## config.mk

```make
export PLATFORM = sky130hd
export DESIGN_NAME = exc_ctrl
export DESIGN_NICKNAME = d
export VERILOG_FILES = /design/src/rtl/exc_pkg.sv /design/src/rtl/int_sync.sv /design/src/rtl/exc_ctrl.sv
export SDC_FILE = /design/constraint.sdc
export NUM_CORES = 1
export LEC_CHECK = 0
export CORE_ASPECT_RATIO = 0.6
export CORE_MARGIN = 3
export CORE_UTILIZATION = 30
export DETAILED_ROUTE_END_ITERATION = 10
export PLACE_DENSITY_LB_ADDON = 0.3
export SLEW_MARGIN = 20
export SYNTH_ARGS = -nofsm -noshare
export SYNTH_HDL_FRONTEND = slang
export SYNTH_SLANG_ARGS = --single-unit
```

## constraint.sdc

```tcl
create_clock -name clk -period 2.5 [get_ports clk]
set_input_delay 0.625 -clock clk [delete_from_list [all_inputs] [get_ports clk]]
set_output_delay 0.625 -clock clk [all_outputs]
set_load 0.005 [all_outputs]
```

## src/rtl/exc_pkg.sv

```systemverilog
// Shared constants for the exception/interrupt controller.
package exc_pkg;

  // Special-purpose register select encodings (movg2s / movs2g).
  typedef enum logic [1:0] {
    SPR_SR  = 2'd0,
    SPR_ESR = 2'd1,
    SPR_ECA = 2'd2,
    SPR_EPC = 2'd3
  } spr_sel_e;

  // Bit positions inside the cause vector.
  localparam int unsigned CA_ILL  = 0;
  localparam int unsigned CA_SYS  = 1;
  localparam int unsigned CA_OVF  = 2;
  localparam int unsigned CA_EXT0 = 3;

  // Internal causes whose handler must re-execute the faulting instruction.
  localparam logic [2:0] REPEAT_MASK = 3'b101;

  // Internal causes that ignore SR.
  localparam logic [2:0] UNMASKABLE = 3'b011;

endpackage

```

## src/rtl/int_sync.sv

```systemverilog
// Two-flop synchronizer for asynchronous level-sensitive lines.
module int_sync #(
  parameter int unsigned W = 1
) (
  input  logic         clk,
  input  logic         rst,
  input  logic [W-1:0] d,
  output logic [W-1:0] q
);

  logic [W-1:0] meta;

  // Double-register the asynchronous inputs into the clk domain.
  always_ff @(posedge clk or negedge rst) begin
    if (!rst) begin
      meta <= '0;
      q    <= '0;
    end else begin
      meta <= d;
      q    <= meta;
    end
  end

endmodule

```

## src/rtl/exc_ctrl.sv

```systemverilog
// Exception/interrupt controller: cause sampling, SPR file, jisr/eret pulses.
module exc_ctrl
  import exc_pkg::*;
#(
  parameter int unsigned NUM_EXT = 3
) (
  input  logic               clk,
  input  logic               rst,
  input  logic               exe,
  input  logic [31:0]        pc,
  input  logic [31:0]        next_pc,
  input  logic               ill,
  input  logic               sys,
  input  logic               ovf,
  input  logic               is_eret,
  input  logic [NUM_EXT-1:0] ext_int,
  input  logic               spr_we,
  input  logic [1:0]         spr_sel,
  input  logic [31:0]        spr_wdata,
  output logic [31:0]        spr_rdata,
  output logic               jisr,
  output logic               eret,
  output logic [31:0]        epc,
  output logic [NUM_EXT+2:0] sr
);

  localparam int unsigned ECA_W = 3 + NUM_EXT;

  logic [NUM_EXT-1:0] ext_s;
  logic [ECA_W-1:0]   ca, mca, gate;
  logic [ECA_W-1:0]   sr_q, esr_q, eca_q;
  logic [ECA_W-1:0]   sr_d, esr_d, eca_d;
  logic [31:0]        epc_q, epc_d;
  logic               jisr_d, eret_d;
  logic               take_exc, take_eret, take_wr;
  spr_sel_e           sel;

  int_sync #(.W(NUM_EXT)) u_sync (
    .clk (clk),
    .rst (rst),
    .d   (ext_int),
    .q   (ext_s)
  );

  assign sel = spr_sel_e'(spr_sel);

  // Cause vector assembly and SR gating of maskable causes.
  always_comb begin
    ca                       = '0;
    ca[CA_ILL]               = ill;
    ca[CA_SYS]               = sys;
    ca[CA_OVF]               = ovf;
    ca[ECA_W-1:CA_EXT0]      = ext_s;
    gate                     = sr_q | {{(ECA_W-3){1'b0}}, UNMASKABLE};
    mca                      = ca & gate;
    take_exc                 = exe && (|mca);
    take_eret                = exe && is_eret && !(|mca);
    take_wr                  = exe && spr_we && !(|mca);
  end

  // Next-state for the SPR file and the pulse outputs.
  // The SPR write is applied before eret so SR picks up a freshly written ESR.
  always_comb begin
    sr_d   = sr_q;
    esr_d  = esr_q;
    eca_d  = eca_q;
    epc_d  = epc_q;
    jisr_d = 1'b0;
    eret_d = 1'b0;
    if (take_exc) begin
      eca_d  = mca;
      esr_d  = sr_q;
      sr_d   = '0;
      epc_d  = (|(mca[2:0] & REPEAT_MASK)) ? pc : next_pc;
      jisr_d = 1'b1;
    end else begin
      if (take_wr) begin
        case (sel)
          SPR_SR:  sr_d  = spr_wdata[ECA_W-1:0];
          SPR_ESR: esr_d = spr_wdata[ECA_W-1:0];
          SPR_ECA: eca_d = spr_wdata[ECA_W-1:0];
          SPR_EPC: epc_d = spr_wdata;
        endcase
      end
      if (take_eret) begin
        sr_d   = esr_d;
        eret_d = 1'b1;
      end
    end
  end

  // SPR and pulse registers.
  always_ff @(posedge clk or negedge rst) begin
    if (!rst) begin
      sr_q  <= '0;
      esr_q <= '0;
      eca_q <= '0;
      epc_q <= '0;
      jisr  <= 1'b0;
      eret  <= 1'b0;
    end else begin
      sr_q  <= sr_d;
      esr_q <= esr_d;
      eca_q <= eca_d;
      epc_q <= epc_d;
      jisr  <= jisr_d;
      eret  <= eret_d;
    end
  end

  // Combinational SPR read, zero-extended to 32 bits.
  always_comb begin
    spr_rdata = '0;
    case (sel)
      SPR_SR:  spr_rdata = 32'(sr_q);
      SPR_ESR: spr_rdata = 32'(esr_q);
      SPR_ECA: spr_rdata = 32'(eca_q);
      SPR_EPC: spr_rdata = epc_q;
    endcase
  end

  assign epc = epc_q;
  assign sr  = sr_q;

endmodule

```

[After elaboration in Yosys (flattened, before gate mapping)]
Index checks and enable logic that the tools add are counted.
Word-level totals
  register bits after elaboration: 58
  input bits: 109
Operators by class
  equality and inequality tests: 3
  muxes and demuxes: 18
  bitwise logic cells: 1
  reduce and logical (&&, ||, !) cells: 17
Operator list (number)
  2-to-1 mux 32 bit: 4
  case mux 32 bit (4 select lines): 1
  2-to-1 mux 6 bit: 10
  AND 6 bit: 1
  AND reduction 2 bit: 3
  nonzero test 2 bit: 3
  nonzero test 3 bit: 2
  OR reduction 6 bit: 1
  logical AND 1 bit: 5
  == test 2 bit (second input constant): 2
  2-to-1 mux 1 bit: 3
  == test 2 x 1 -> 1 bit (second input constant): 1
  zero test 2 bit: 1
  OR reduction 2 bit: 1
  zero test 1 bit: 1

[Depth between registers and ports, before layout]
Gate-level depths: netlist (run 1).
  depth after elaboration: 7
  depth in mapped cells: 6
  depth with buffers taken out: 4

[Hierarchy]
From an unflattened synthesis (run 1), not the netlist that was laid out.
Second synthesis, totals
  cells, all modules: 383
  area total of the unflattened synthesis: 3512.1 µm²
By module, submodules not included
  exc_ctrl: instances 1, cells each 377, area an instance 3362.0 µm², sequential area each 1301.2 µm²
  int_sync: instances 1, cells each 6, area an instance 150.1 µm², sequential area each 150.1 µm²

[Least setup slack after synthesis (run 1)]
OpenSTA, ideal clock, no wires.
  kind: input -> output
  start point: input port spr_sel[0]
  end point: output port spr_rdata[5]
  arrival time: 1.631 ns
  required time: 1.875 ns
  slack: 0.244 ns
  stages: 3
  path through: buf_2 -> clkbuf_1 -> mux4_2
On the way
  word-level cells in the longest chain between the ends: 2
  elaborated cells on any way between the ends: 5
  classes of those cells: eq/ne (3); mux (1); reduce/logical (1)
Ends and longest elaborated chain
  start, declared: line exc_ctrl.sv:18  | input logic [1:0] spr_sel,
  == test 2 bit (tied with other cells): line exc_ctrl.sv:114  | case (sel)
  case mux 32 bit (4 select lines) *: line exc_ctrl.sv:114
  end, declared: line exc_ctrl.sv:20  | output logic [31:0] spr_rdata,
Every way passes the cells marked *; elsewhere a longest branch is shown, timed or not.

[Worst setup path after layout (run 1)]
  start point: input port spr_sel[0]
  end point: output port spr_rdata[29]
The elaborated chain is that of the path after synthesis.

==> results of run 1 <==
-- layer usage --
metal | share of wire (%) | wire length, um | global-route usage [%] | vias up
met5 | 0 | 0 | 0 | -
met4 | 0.55 | 70 | 4.79 | 0
met3 | 9.5 | 1200 | 7.94 | 8
met2 | 43 | 5420 | 28.7 | 157
met1 | 47 | 6000 | 28.1 | 1733
li1 | - | - | - | 1724
-- flip-flops by register name, summed over array words and instances, names as in the netlist --
signal	flops
epc	32
eca_q	6
esr_q	6
sr	6
u_sync.meta	3
u_sync.q	3
eret	1
jisr	1
-- through the flow --
step | instance area (um^2) | setup WS [ns] | TNS (ns)
finish | 5770 | 0.117 | 0
global route | 5770 | 0.0664 | 0
CTS | 5780 | 0.00220 | 0
detailed placement | 5460 | -0.405 | -11.77
global placement | 5460 | -0.407 | -11.21
floorplan | 3400 | 0.244 | 0
-- layout by cell type, fill, tap and decap left out, types with 7 or more instances in the layout --
cell type	Yosys	final
mux2i_1	18	18
clkdlybuf4s50_1	0	170
clkbuf_16	0	9
o21ai_0	12	12
nand2_1	103	103
dfrtp_1	58	58
a31o_1	30	30
dlygate4sd2_1	0	7
buf_4	3	25
o21ai_1	30	30
and3_1	27	27
nor2_1	33	33
-- how the worst min path moves through the flow --
stage                   startpoint     endpoint  slack [ns]  cells past startpoint
finish                         rst       epc[3]        0.32                      1
global route                   rst       epc[3]        0.35                      1
global placement    u_sync.meta[2]  u_sync.q[2]        0.34                      0
detailed placement  u_sync.meta[1]  u_sync.q[1]        0.34                      0
CTS                            rst       epc[3]        0.33                      1
floorplan                      rst     eca_q[0]        0.33                      0
-- cell families (layout without fill, tap and decap cells) --
logic type	after synthesis	after routing	share of synthesized area (%)
simple gates	175	175	22.3
mux	26	26	9.94
compound gates	90	90	19.0
buf+inv	33	229	5.96
flops	58	58	42.7
-- layout make-up --
type                       instances  area, um^2
fill                             980        5040
timing repair buffer             212        2100
multi-input combinational        291        1760
sequential                        58        1450
clock buffer                      10         229
tap                              139         174
clock inverter                     6        57.6
inverter                           1        3.75
-- report_power, final --
| part | total (W) | internal [W] | switching, W | leakage, nW |
|---|---|---|---|---|
| registers | 0.00113 | 0.00104 | 0.0000883 | 0.726 |
| clock network | 0.00118 | 0.000763 | 0.000419 | 0.142 |
| logic | 0.000859 | 0.000522 | 0.000337 | 1.73 |
| total | 0.00317 | 0.00233 | 0.000844 | 2.60 |
-- Yosys cell counts --
library cell	n	area share, %
nand2_1	103	11
nor2_1	33	3.6
nand4_2	1	0.37
a22o_1	1	0.26
nor3_1	1	0.15
and3_1	27	5.0
mux4_2	6	4.0
a41o_1	1	0.29
clkbuf_1	10	1.1
nand3_1	6	0.88
and4b_1	1	0.29
a21oi_4	1	0.48
o21ai_0	12	1.8
dfrtp_1	58	43
o2bb2ai_1	6	1.5
a21oi_1	1	0.15
a31o_1	30	7.7
a22oi_2	1	0.37
o41ai_4	1	0.81
nand3b_1	1	0.22
mux2i_1	18	5.3
nand4_1	1	0.18
inv_1	1	0.11
a31oi_1	3	0.55
mux2_2	2	0.66
buf_6	7	2.3
o21ai_1	30	4.4
nand4b_1	1	0.26
buf_4	3	0.66
buf_2	12	1.8
a21o_1	3	0.66
-- what timing repair did --
action / in CTS / in global routing
setup buffers: 6 / 0
resized for setup: 12 / 2
endpoints found under the setup margin: 32 / 26
endpoints found under the hold margin: 0 / 0
==> results.yml, run 1 <==
critical_path:
  worst_setup_path_end_kind: "output pin"
  crit_slowest_cell: "clkdlybuf4s50_1"
  cp_cell_sequence: "clkbuf_2, buf_12, buf_4, buf_4, and3_1, clkdlybuf4s50_1"
  cpMostUsedCell: "buf_4"
  critPathArrivalTime_ns: 1.76
  critical_path.n_buffers_inverters: 5
  regToRegStartpoint: "sr[2]"
  timing.reg2reg.worst_path_depth: 6
  crit_path_end: "spr_rdata[29]"
  highest_cell_delay_on_the_worst_timing_path_ns: 0.50
  cp_launch_point: "spr_sel[0]"
  cp_max_fo: 6
  depth_of_the_critical_timing_path_with_buffers_and_inverters_included: 6
  crit_reg_reg_endpoint: "epc[8]"
  crit_path_start_kind: "input port"
  critPathRequiredTime_ns: 1.88
  slack_of_the_worst_reg_to_reg_path_ns: 0.67
  critical_setup_path_class: "in -> out"
  critical_path_s_top_delay_family: "buffers and inverters"
power:
  p_per_area_nw_per_um2: 550
  total_power_w: 0.00317
  power.ir.vdd_worst_uv: 331
  leakage_power_nw: 2.60
floorplanning:
  initial_utilization_pct: 31.4
  row_cnt: 29
  fp.dieW_um: 143
  die_area_um2: 12700
  placeableCoreArea_um2: 10800
  chip_height_um: 88.4
  io_pins: 181
sta:
  timing.final.max_slew_violations: 0
  slew_headroom_pct: 58.4
  period_needed_ns: 2.38
  hold_slack_ns: 0.319
  unrepaired_setup_endpoints_after_global_routing: "no"
  fmax_ghz: 0.420
  tightestPinTransition_ns: 0.624
  hold_viol_final: 0
  min_period_over_period_pct: 95.3
  finalClockSkew_ns: 0.00342
  setup_viol_count_final: 0
synthesis:
  synth_seq_area_share_pct: 42.7
  synth_area_per_cell_um2: 8.90
  yosysWarnings: 0
  synth-seq-cells: 58
  syn_area_um2: 3400
  syn_nets: 491
  post_synthesis_cells: 382
  post_synth_num_cell_types: 31
clocking:
  cts.hold.buffers_added: 0
  tritoncts.num_buffers: 9
  clk-insertion-delay-late_ns: 0.32
  clk_root_buffer_cell: "clkbuf_16"
  tritoncts: "done"
  cts.reportedPaths.clkPinSlew_ns: 0.05
  cts_max_path_buffers: 2
  cts_max_level: 3
  tritoncts_num_sinks: 58
drt:
  routedWlPerCell_um: 17.7
  detailedRoute.firstIterationViolations: 169
  detail_route.drc_violations: 0
  avgViaCountPerCell: 5.05
  postRouteWirelength_um: 12700
  detail_route.first_pass.iterations: 4
  drt.antenna.violating_nets: 0
  route.vias.total: 3622
run_status:
  status: "finished, final reports clean"
final_layout:
  drive_above_1_share_pct: 11.1
  finalNonFillerCells: 717
  num_antenna_cells: 0
  core_util_final_pct: 53.4
  areaGrowthSynthToFinish_pct: 69.9
  design.final.nets: 682
global_route:
  first_global_vias: 3606
  grt_overflow_total: 0
  grt_start_max_net_pins: 52
  antenna_found_initial: 0
  groute.usage.overall_pct: 19.9
  grt_first_pass_wirelength_um: 19500
placed_design:
  place.detailed.hpwl_um: 9650
  place.port_buffers: 180
  place_inst: 695
  gp_congestion: 0.843
min_path:
  min_path_type: "in -> async"
run:
  maxCapViolCount: 0
No activity file was read; power rests on OpenSTA's default activity.
==> run 2: changes to the inputs <==
--- a/config.mk
+++ b/config.mk
@@ -10,6 +10,8 @@
 export CORE_UTILIZATION = 30
 export DETAILED_ROUTE_END_ITERATION = 10
 export PLACE_DENSITY_LB_ADDON = 0.3
+export RECOVER_POWER = 25
+export SKIP_CTS_REPAIR_TIMING = 1
 export SLEW_MARGIN = 20
 export SYNTH_ARGS = -nofsm -noshare
 export SYNTH_HDL_FRONTEND = slang
==> run 2 against run 1 <==
Effect of this change: combinational power grew 1%; flip-flop and latch count did not move; the flow now finishes with violations (max-capacitance violations, max-slew violations); clock-buffer cell count did not move; wire length is 0.19% higher; fmax is 0.45% higher; cell area rose by 1.0%; clock power is essentially flat; sequential power hardly changed; first-iteration DRC count increased by 18%; critical endpoint is now spr_rdata[13].
==> results.yml, run 2 (same netlist as run 1, synthesis figures left out) <==
critical_path:
  critical_setup_path_class: "in -> out"
  critPathArrivalTime_ns: 1.75
  crit_path_start_kind: "input port"
  regToRegStartpoint: "sr[2]"
  slack_of_the_worst_reg_to_reg_path_ns: 0.69
  crit_reg_reg_endpoint: "epc[8]"
  cp_max_fo: 9
  timing.reg2reg.worst_path_depth: 6
  worst_setup_path_end_kind: "output pin"
  critPathRequiredTime_ns: 1.88
drt:
  avgViaCountPerCell: 5.03
  drt.antenna.violating_nets: 0
  routedWlPerCell_um: 17.7
  postRouteWirelength_um: 12700
  route.vias.total: 3615
  detail_route.first_pass.iterations: 4
  detail_route.drc_violations: 0
  detailedRoute.firstIterationViolations: 200
floorplanning:
  initial_utilization_pct: 31.4
  placeableCoreArea_um2: 10800
  fp.dieW_um: 143
  chip_height_um: 88.4
  die_area_um2: 12700
  io_pins: 181
  row_cnt: 29
final_layout:
  most_common_cell_after_layout_fill_and_taps_aside: "clkdlybuf4s50_1"
  nFillCells: 978
  drive_above_1_share_pct: 11.0
  largest_reg_flops: 32
  areaGrowthSynthToFinish_pct: 71.6
  num_antenna_cells: 0
  core_util_final_pct: 53.9
  finalNonFillerCells: 719
  most-common-layout-cells: "167 x clkdlybuf4s50_1, 103 x nand2_1, 58 x dfrtp_1"
  design.final.nets: 684
clocking:
  cts_max_level: 3
  clk_root_buffer_cell: "clkbuf_16"
  tritoncts: "done"
  clk-insertion-delay-late_ns: 0.32
  tritoncts_num_sinks: 58
  cts.reportedPaths.clkPinSlew_ns: 0.05
  cts_max_path_buffers: 2
  tritoncts.num_buffers: 9
sta:
  fmax_ghz: 0.421
  slew_headroom_pct: -0.103
  timing.final.max_slew_violations: 23
  tightestPinTransition_ns: 1.50
  period_needed_ns: 2.37
  setup_tns_ns: 0
  unrepaired_setup_endpoints_after_global_routing: "no"
  setup_viol_count_final: 0
  min_period_over_period_pct: 94.9
  hold_viol_final: 0
  finalClockSkew_ns: 0.00546
  final_critical_path_setup_slack_ns: 0.127
global_route:
  first_global_vias: 3585
  grt_start_max_net_pins: 52
  antenna_found_initial: 0
  grt_first_pass_wirelength_um: 19400
  groute.usage.overall_pct: 19.8
  grt_overflow_total: 0
min_path:
  worstHoldStart: "u_sync.meta[2]"
  hold-path-endpoint: "u_sync.q[2]"
  holdPathStages: 0
  min_path_type: "reg -> reg"
run:
  maxCapViolCount: 1
power:
  total_power_w: 0.00318
  clock_power_share_pct: 37.1
  leakage_power_nw: 2.70
  sw_frac_of_total_pct: 26.6
  sequentialPowerShare_pct: 35.6
  power.ir.vdd_worst_uv: 335
  power.switching_w: 0.000847
  cell_internal_pwr_w: 0.00234
  p_per_area_nw_per_um2: 546
  comb_power_share_pct: 27.3
placed_design:
  place.detailed.hpwl_um: 9650
  place_ws_ns: -0.405
  place.port_buffers: 180
  gp_congestion: 0.843
  place_inst: 695
run_status:
  violated_checks: "max-capacitance violations, max-slew violations"
  status: "finished with violations"
[run 2: cell types whose count changed in the layout (fill, tap and decap cells not counted)]
| cell | change |
|---|---|
| clkbuf_1 | +1 |
| buf_12 | +1 |
| clkbuf_2 | -1 |
| buf_2 | -1 |
| clkdlybuf4s50_1 | -3 |
| dlygate4sd2_1 | -7 |
| buf_4 | +1 |
| dlygate4sd3_1 | +3 |
| dlymetal6s2s_1 | +8 |
[run 2: routing by layer]
layer / global-route usage, % / wire length, um / share of wire [%] / vias up
met2: 28.7 / 5500 / 43 / 155
met4: 4.70 / 56 / 0.44 / 0
li1: - / - / - / 1729
met1: 28.0 / 5900 / 46 / 1724
met3: 7.67 / 1260 / 9.9 / 7
met5: 0 / 0 / 0 / -
[run 2: layout make-up]
class                   count  area (um^2)  share of cell area, %
repair buffers            214         2160                   37.0
flip-flops and latches     58         1450                   24.9
clock buffers              10          229                   3.93
inverters                   1         3.75                 0.0644
clock inverters             6         57.6                  0.987
multi-input cells         291         1760                   30.2
well taps                 139          174                   2.98
[run 2: how the worst max path moves through the flow]
stage	start	end	slack [ns]	cells past startpoint
after floorplan	spr_sel[0]	spr_rdata[5]	0.24	3
after global placement	spr_sel[1]	spr_rdata[5]	-0.41	4
after detailed placement	spr_sel[1]	spr_rdata[3]	-0.41	4
after CTS	spr_sel[1]	spr_rdata[3]	-0.41	4
after global routing	spr_sel[0]	spr_rdata[13]	0.07	5
final	spr_sel[0]	spr_rdata[13]	0.13	5
[run 2: worst max-delay path, cell delays in order]
cell             delay, ns
dlymetal6s2s_1        0.13
buf_12                0.14
buf_4                 0.15
and3_1                0.17
clkdlybuf4s50_1       0.53
[run 2: power groups by stage]
stage | combinational [W] | clock (W) | sequential, W
final | 0.000869 | 0.00118 | 0.00113
after global routing | 0.000950 | 0.00127 | 0.00115
after CTS | 0.000869 | 0.00122 | 0.00113
after detailed placement | 0.000865 | 0 | 0.00115
after global placement | 0.000851 | 0 | 0.00114
after floorplan | 0.000317 | 0 | 0.00113
[run 2: stage by stage]
step | cell area [um^2] | hold slack (ns)
floorplan | 3400 | 0.329
global placement | 5460 | 0.337
detailed placement | 5460 | 0.336
CTS | 5740 | 0.328
global route | 5830 | 0.373
finish | 5830 | 0.357
==> run 3: changes to the inputs <==
--- a/config.mk
+++ b/config.mk
@@ -9,6 +9,7 @@
 export CORE_MARGIN = 3
 export CORE_UTILIZATION = 30
 export DETAILED_ROUTE_END_ITERATION = 10
+export GPL_TIMING_DRIVEN = 0
 export PLACE_DENSITY_LB_ADDON = 0.3
 export RECOVER_POWER = 25
 export SKIP_CTS_REPAIR_TIMING = 1
==> run 3 against run 2 <==
Effect of this change: non-clock buffer count rose by 12; highest routed layer unchanged; wire length rose by 10%; the run now ends clean; critical path type unchanged; critical endpoint is now spr_rdata[2]; global-route usage rose by 1.5 points; worst hold slack got worse by 0.0086 ns; total power rose by 4.6%; largest cell class unchanged.
==> results.yml, run 3 (same netlist as run 1, synthesis figures left out) <==
sta:
  tightestPinTransition_ns: 1.16
  min_period_over_period_pct: 97.0
  slew_headroom_pct: 22.4
  finalClockSkew_ns: 0.00672
  period_needed_ns: 2.43
  timing.final.max_slew_violations: 0
  hold_viol_final: 0
  fmax_ghz: 0.412
  setup_viol_count_final: 0
  unrepaired_setup_endpoints_after_global_routing: "no"
placed_design:
  dpl-instance-area_um2: 5390
  place.port_buffers: 180
  place.detailed.hpwl_um: 10400
  gp_congestion: 0.831
  place_inst: 702
critical_path:
  cp_max_fo: 4
  critPathRequiredTime_ns: 1.88
  critPathArrivalTime_ns: 1.80
  crit_path_start_kind: "input port"
  critical_setup_path_class: "in -> out"
  timing.reg2reg.worst_path_depth: 5
  worst_setup_path_end_kind: "output pin"
final_layout:
  areaGrowthSynthToFinish_pct: 75.3
  most-common-layout-cells: "152 x clkdlybuf4s50_1, 103 x nand2_1, 58 x dfrtp_1"
  drive_above_1_share_pct: 11.7
  num_antenna_cells: 0
  largest_reg_flops: 32
  finish.instance_area_um2: 5960
  most_common_cell_after_layout_fill_and_taps_aside: "clkdlybuf4s50_1"
  finalNonFillerCells: 730
  design.final.nets: 696
global_route:
  grt_start_max_net_pins: 41
  groute.usage.overall_pct: 21.3
  first_global_vias: 3654
  antenna_found_initial: 0
  grt_overflow_total: 0
  grt_first_pass_wirelength_um: 20400
run_status:
  status: "finished, final reports clean"
run:
  maxCapViolCount: 0
clocking:
  clk_root_buffer_cell: "clkbuf_16"
  cts_max_level: 3
  tritoncts: "done"
  tritoncts_num_sinks: 58
  cts.reportedPaths.clkPinSlew_ns: 0.05
  cts_max_path_buffers: 2
  tritoncts.num_buffers: 9
  clk-insertion-delay-late_ns: 0.33
power:
  power.ir.vdd_worst_uv: 302
  leakage_power_nw: 3.06
  p_per_area_nw_per_um2: 559
drt:
  avgViaCountPerCell: 5.20
  postRouteWirelength_um: 14000
  detail_route.first_pass.iterations: 5
  detail_route.drc_violations: 0
  route.vias.total: 3799
  drt.antenna.violating_nets: 0
  detailedRoute.firstIterationViolations: 285
  routedWlPerCell_um: 19.2
floorplanning:
  fp.dieW_um: 143
  io_pins: 181
  row_cnt: 29
  placeableCoreArea_um2: 10800
  die_area_um2: 12700
  chip_height_um: 88.4
  initial_utilization_pct: 31.4
min_path:
  holdPathStages: 0
  min_path_type: "reg -> reg"
-- run 3: final timing paths --
path / startpoint / end / slack [ns]
max: spr_sel[0] / spr_rdata[2] / 0.07
min: u_sync.meta[0] / u_sync.q[0] / 0.35
max reg2reg: sr[2] / epc[6] / 0.61
min reg2reg: u_sync.meta[0] / u_sync.q[0] / 0.35
max in group asynchronous: rst / epc[17] / 0.38
min in group asynchronous: rst / epc[3] / 0.51
-- run 3: report_power, final --
group / switching (W) / total (W) / internal, W
Clock: 0.000442 / 0.00130 / 0.000860
Combinational: 0.000360 / 0.000895 / 0.000536
Sequential: 0.0000894 / 0.00113 / 0.00104
Total: 0.000891 / 0.00333 / 0.00244
-- run 3: through the flow --
| step | total power, W | hold WS, ns | utilization (%) | setup slack [ns] | setup TNS (ns) |
|---|---|---|---|---|---|
| final | 0.00333 | 0.348 | 55.1 | 0.0739 | 0 |
| after global routing | 0.00348 | 0.352 | 55.1 | 0.0476 | 0 |
| after CTS | 0.00333 | 0.182 | 52.7 | -1.25 | -35.49 |
| after detailed placement | 0.00202 | 0.340 | 49.9 | -1.24 | -35.34 |
| after global placement | 0.00200 | 0.336 | 49.7 | -1.20 | -101.27 |
| after floorplan | 0.00145 | 0.329 | - | 0.244 | 0 |
-- run 3: layout make-up --
type                            instances  area, um^2
Fill cell                             955        4850
Timing Repair Buffer                  194        2000
Multi-Input combinational cell        291        1740
Sequential cell                        58        1450
Buffer                                 32         278
Clock buffer                            9         225
Tap cell                              139         174
Clock inverter                          6        82.6
Inverter                                1        3.75
-- run 3: worst max-delay path, cell delays in order --
cell and delay, ns:
dlymetal6s2s_1 0.13, buf_6 0.13, buf_4 0.12, buf_4 0.11
mux4_2 0.51, dlymetal6s2s_1 0.17
-- run 3: layer usage --
metal | track usage [%] | up-vias | routed length, um | part of all wire [%]
li1 | - | 1761 | - | -
met2 | 29.6 | 176 | 5960 | 43
met3 | 7.67 | 12 | 1270 | 9.1
met5 | 0 | - | 0 | 0
met1 | 31.2 | 1850 | 6640 | 47
met4 | 5.38 | 0 | 132 | 0.94
